**config.mk**
```make
export PLATFORM = sky130hd
export DESIGN_NAME = reg_file_mp
export DESIGN_NICKNAME = d
export VERILOG_FILES = /design/src/rtl/rf_pkg.sv /design/src/rtl/rf_scoreboard.sv /design/src/rtl/reg_file_mp.sv
export SDC_FILE = /design/constraint.sdc
export NUM_CORES = 2
export LEC_CHECK = 0
export CAP_MARGIN = 15
export CORE_MARGIN = 1
export CORE_UTILIZATION = 30
export DETAILED_ROUTE_END_ITERATION = 6
export SYNTH_ARGS = -nofsm -noshare
export SYNTH_HDL_FRONTEND = slang
export SYNTH_SLANG_ARGS = --single-unit
export TNS_END_PERCENT = 20
```
**constraint.sdc**
```tcl
create_clock -name clk -period 83.4 [get_ports clk]
set_input_delay 16.68 -clock clk [delete_from_list [all_inputs] [get_ports clk]]
set_output_delay 16.68 -clock clk [all_outputs]
set_load 0.1 [all_outputs]
```
**src/rtl/rf_pkg.sv**
```systemverilog
// rtl/rf_pkg.sv - shared defaults and helpers for the multi-port register file
package rf_pkg;

  localparam int RF_XLEN     = 32;
  localparam int RF_NREGS    = 32;
  localparam int RF_ZERO_REG = 0;

  // Widest busy vector popcount() accepts; narrower vectors are zero-padded.
  localparam int RF_POP_MAX  = 256;

  function automatic int popcount(input logic [RF_POP_MAX-1:0] v);
    int n;
    n = 0;
    for (int i = 0; i < RF_POP_MAX; i++) begin
      n = n + int'(v[i]);
    end
    return n;
  endfunction

endpackage

```
**src/rtl/rf_scoreboard.sv**
```systemverilog
// rtl/rf_scoreboard.sv - pending-write busy vector with set/clear/flush priority
module rf_scoreboard
  import rf_pkg::*;
#(
  parameter int NREGS = RF_NREGS,
  parameter int AW    = $clog2(NREGS)
) (
  input  logic             clk,
  input  logic             reset,
  input  logic             i_set_valid,
  input  logic [AW-1:0]    i_set_idx,
  input  logic             i_clr_valid,
  input  logic [AW-1:0]    i_clr_idx,
  input  logic             i_flush,
  output logic [NREGS-1:0] o_busy,
  output logic [AW:0]      o_pending_count
);

  localparam logic [AW-1:0] ZERO_IDX = AW'(RF_ZERO_REG);

  logic [NREGS-1:0]      r_busy;
  logic [AW:0]           r_count;
  logic [NREGS-1:0]      w_busy_next;
  logic [RF_POP_MAX-1:0] w_pop_in;

  // Set is applied after clear so a newer producer on the same index wins.
  always_comb begin
    w_busy_next = r_busy;
    if (i_clr_valid && (i_clr_idx != ZERO_IDX)) begin
      w_busy_next[i_clr_idx] = 1'b0;
    end
    if (i_set_valid && (i_set_idx != ZERO_IDX)) begin
      w_busy_next[i_set_idx] = 1'b1;
    end
    if (i_flush) begin
      w_busy_next = '0;
    end
    w_busy_next[RF_ZERO_REG] = 1'b0;
  end

  always_comb begin
    w_pop_in = '0;
    w_pop_in[NREGS-1:0] = w_busy_next;
  end

  always_ff @(posedge clk or posedge reset) begin
    if (reset) begin
      r_busy  <= '0;
      r_count <= '0;
    end else begin
      r_busy  <= w_busy_next;
      r_count <= (AW+1)'(popcount(w_pop_in));
    end
  end

  assign o_busy          = r_busy;
  assign o_pending_count = r_count;

endmodule

```
**src/rtl/reg_file_mp.sv**
```systemverilog
// rtl/reg_file_mp.sv - multi-read-port register file with write bypass and hazard scoreboard
module reg_file_mp
  import rf_pkg::*;
#(
  parameter int XLEN  = RF_XLEN,
  parameter int NREGS = RF_NREGS,
  parameter int NRD   = 2,
  localparam int AW   = $clog2(NREGS)
) (
  input  logic                clk,
  input  logic                reset,
  input  logic                RegWrite,
  input  logic [AW-1:0]       Rd,
  input  logic [XLEN-1:0]     Write_data,
  input  logic [NRD*AW-1:0]   Rs,
  output logic [NRD*XLEN-1:0] read_data,
  output logic [NRD-1:0]      rs_busy,
  input  logic                issue_valid,
  input  logic [AW-1:0]       issue_rd,
  input  logic                flush,
  output logic [AW:0]         pending_count
);

  localparam logic [AW-1:0] ZERO_IDX = AW'(RF_ZERO_REG);

  logic [XLEN-1:0]  r_regs [NREGS];
  logic [NREGS-1:0] w_busy;
  logic             w_wr_en;

  assign w_wr_en = RegWrite && (Rd != ZERO_IDX);

  always_ff @(posedge clk or posedge reset) begin
    if (reset) begin
      for (int i = 0; i < NREGS; i++) begin
        r_regs[i] <= '0;
      end
    end else if (w_wr_en) begin
      r_regs[Rd] <= Write_data;
    end
  end

  // A same-cycle writeback both forwards its data and masks the stale busy bit.
  for (genvar p = 0; p < NRD; p++) begin : g_rd
    logic [AW-1:0]   w_rs;
    logic [XLEN-1:0] w_rdata;
    logic            w_hit;

    assign w_rs  = Rs[p*AW +: AW];
    assign w_hit = RegWrite && (Rd == w_rs);

    always_comb begin
      if (w_rs == ZERO_IDX) begin
        w_rdata = '0;
      end else if (w_hit) begin
        w_rdata = Write_data;
      end else begin
        w_rdata = r_regs[w_rs];
      end
    end

    assign read_data[p*XLEN +: XLEN] = w_rdata;
    assign rs_busy[p] = w_busy[w_rs] && !w_hit;
  end

  rf_scoreboard #(
    .NREGS (NREGS),
    .AW    (AW)
  ) u_scoreboard (
    .clk             (clk),
    .reset           (reset),
    .i_set_valid     (issue_valid),
    .i_set_idx       (issue_rd),
    .i_clr_valid     (RegWrite),
    .i_clr_idx       (Rd),
    .i_flush         (flush),
    .o_busy          (w_busy),
    .o_pending_count (pending_count)
  );

endmodule

```
==> results.cfg <==
[global_route]
first_global_vias = 39385
grt_max_degree = 103
grt_usage = 0.2080
grt-ovfl-total = 0
grt_pass1_wl_mm = 297.2
antenna_found_initial = 17

[critical_path]
crit_path_max_fanout = 62
end_kind = output pin
max_stage_delay_ns = 1.29
rr_startpoint = u_scoreboard.o_busy[2]$_DFF_PP0_
cp_cell_sequence = buf_8 -> buf_4 -> buf_4 -> xnor2_1 -> nand4_2 -> nor2_2 -> a211oi_1 -> nor3_1 -> clkdlybuf4s50_1
cp-start-kind = primary input
path_class = in -> out
crit_top_cell = buf_4
crit_slowest_cell = clkdlybuf4s50_1
cp-startpoint = Rs[0]
cp.required_ns = 66.72
arrival_ns = 22.14

[logic_synthesis]
synth_fp_nets = 4177
synth_ff_type = dfrtp_1
syn_inst = 4088
synth.distinct_cells = 73
yosys-top-cells-area = dfrtp_1 (45%), mux2_2 (20%), mux4_2 (17%)
synth-seq-area-share = 0.4542
yosys_register_bits = 1061
yosys.area.top_type = dfrtp_1
yosysTopAreaCellShare = 0.4542
synth.most_common_cell = dfrtp_1
synth_common_cells = dfrtp_1 (1061), mux2_2 (1041), mux4_2 (445)
yosysWarnings = 0
synth_edf_count = 0
synth.avg_cell_area_um2 = 14.30
synthesis.area_um2 = 58460
async_reset_ff_frac = 1.000

[sta]
rsz0062_at_grt = false
maxSlewViolCount = 0
setup_violations = 0
tightest_slew_ns = 1.246
post-route-min-period_ns = 38.82
fmax_mhz = 25.76
hold_violations = 0
tns_ns = 0
slew_headroom = 0.1691
setup_ws_ns = 44.58
finalCritPeriodShare = 0.4655
clock-skew-final_ns = 0.008469

[floorplan]
die_area_um2 = 196600
die_w_um = 443.4
io_pins = 129
initial_core_util = 0.3029
core_um2 = 193000
rows = 161
die_h_um = 443.4

[min_path]
min_from = r_regs[1008]$_DFFE_PP0P_
hold_path_class = reg -> reg

[cells_and_area]
nets = 4103
syn2layout_area_growth_pct = 12.01
drive_above_1_share = 0.4579
fillers = 18551

[routing]
drt_iter0_drc = 4006
vias = 38676
ant_nets = 0
wire_per_inst_um = 31.22
wl_mm = 207.0
firstDrtPassIters = 6
viasPerCell = 5.834
drc = 0

[cts]
cts-buffers-inserted = 108
tritoncts = done
clk_path_buf_depth = 3
cts_resized = 0
htree_levels = 3
cts.sinks = 1061
clk_latency_ns = 0.74
cts_setup_buffers = 0
cts_root_buf = clkbuf_16
clk_pin_slew_ns = 0.06
cts_hold_buf = 0

[placement]
io_buffers = 128
pre_cts_slack_ns = 44.50
dp_hpwl_mm = 120.0
gp_congestion = 0.8421

[job]
drv_cap = 0

[status]
status = complete, no violations

[power]
vdd_drop_max_uv = 17.28
p_per_area_nw_per_um2 = 23.63
leakagePower_nw = 27.65
-- path summary, 6_finish.rpt --
kind / end / depth (start not counted) / slack, ns
worst max-delay path: read_data[15] / 9 / 44.58
worst min-delay path: r_regs[1008]$_DFFE_PP0P_ / 0 / 0.39
worst max register to register: u_scoreboard.o_pending_count[4]$_DFF_PP0_ / 16 / 78.22
worst min register to register: r_regs[1008]$_DFFE_PP0P_ / 0 / 0.39
max in group asynchronous: r_regs[142]$_DFFE_PP0P_ / 5 / 63.64
min in group asynchronous: u_scoreboard.o_pending_count[5]$_DFF_PP0_ / 2 / 16.49
-- metrics by stage --
stage | cells | area [µm²] | power, mW | utilization | hold slack [ns]
after CTS | 6618 | 65330 | 1.552 | 0.3385 | 0.3962
after global routing | 6626 | 65470 | 1.606 | 0.3393 | 0.4051
after detailed placement | 6425 | 61680 | 1.041 | 0.3196 | 0.3833
after global placement | 6423 | 61630 | 1.030 | 0.3194 | 0.3763
after floorplan | 4088 | 58460 | 0.9464 | - | 0.4413
final | 6629 | 65480 | 1.547 | 0.3393 | 0.3917
-- report_power, final --
| part | total, mW | switching, mW | internal [mW] |
|---|---|---|---|
| clock network | 0.511 | 0.217 | 0.293 |
| logic | 0.358 | 0.174 | 0.183 |
| registers | 0.679 | 0.0690 | 0.610 |
-- flip-flops by register name (all words and copies together), names as in the netlist --
name / flops
r_regs: 1024
u_scoreboard.o_pending_count: 6
u_scoreboard.o_busy: 31
-- metal layers --
layer	wire length (µm)	up-vias	share of wire	track usage
met5	89	-	0.00043	0
met4	10350	14	0.050	0.1023
met3	14930	410	0.072	0.03977
met2	98790	1685	0.48	0.3374
met1	82810	21029	0.40	0.2657
li1	-	15538	-	-
-- placed cells by master (no fill, tap or decap), drive strengths merged, types with 12 or more instances in the layout --
| master | instances |
|---|---|
| a211oi | 47 |
| a21o | 18 |
| a21oi | 49 |
| a221o | 23 |
| a221oi | 25 |
| a22oi | 71 |
| buf | 148 |
| bufinv | 12 |
| clkbuf | 152 |
| clkdlybuf4s50 | 117 |
| clkinv | 21 |
| dfrtp | 1061 |
| fa | 23 |
| inv | 54 |
| mux2 | 1043 |
| mux2i | 137 |
| mux4 | 453 |
| nand2 | 137 |
| nand2b | 13 |
| nor2 | 90 |
| nor2b | 32 |
| nor3 | 42 |
| nor3b | 15 |
| nor4 | 17 |
| o21ai | 73 |
| o221ai | 12 |
| o22ai | 70 |
| xnor2 | 12 |
-- logic make-up after synthesis --
kind of cell | synth area share
xor gates and xnor gates | 0.001948
AOI/OAI and AO/OA | 0.05477
DFF | 0.4542
muxes | 0.3996
and+or+nand+nor | 0.03298
buffers and inverters | 0.04675
adders and majority gates | 0.009803
-- final cells by class --
class | instances | area (µm²) | area share
Clock inverter | 43 | 593.1 | 0.009057
Antenna cell | 6 | 15.01 | 0.0002293
Inverter | 48 | 187.7 | 0.002866
Sequential cell | 1061 | 26550 | 0.4055
Timing Repair Buffer | 267 | 2479 | 0.03785
Multi-Input combinational cell | 2528 | 29430 | 0.4495
Clock buffer | 150 | 3060 | 0.04674
Tap cell | 2526 | 3161 | 0.04827
-- critical path, delay by kind of cell --
family                 cells  cell delay, ns
AO/OA/AOI/OAI              1            0.09
XOR/XNOR                   1            0.22
buffers and inverters      4            3.17
AND/OR/NAND/NOR            3            1.85
No activity file was read; power rests on OpenSTA's default activity.
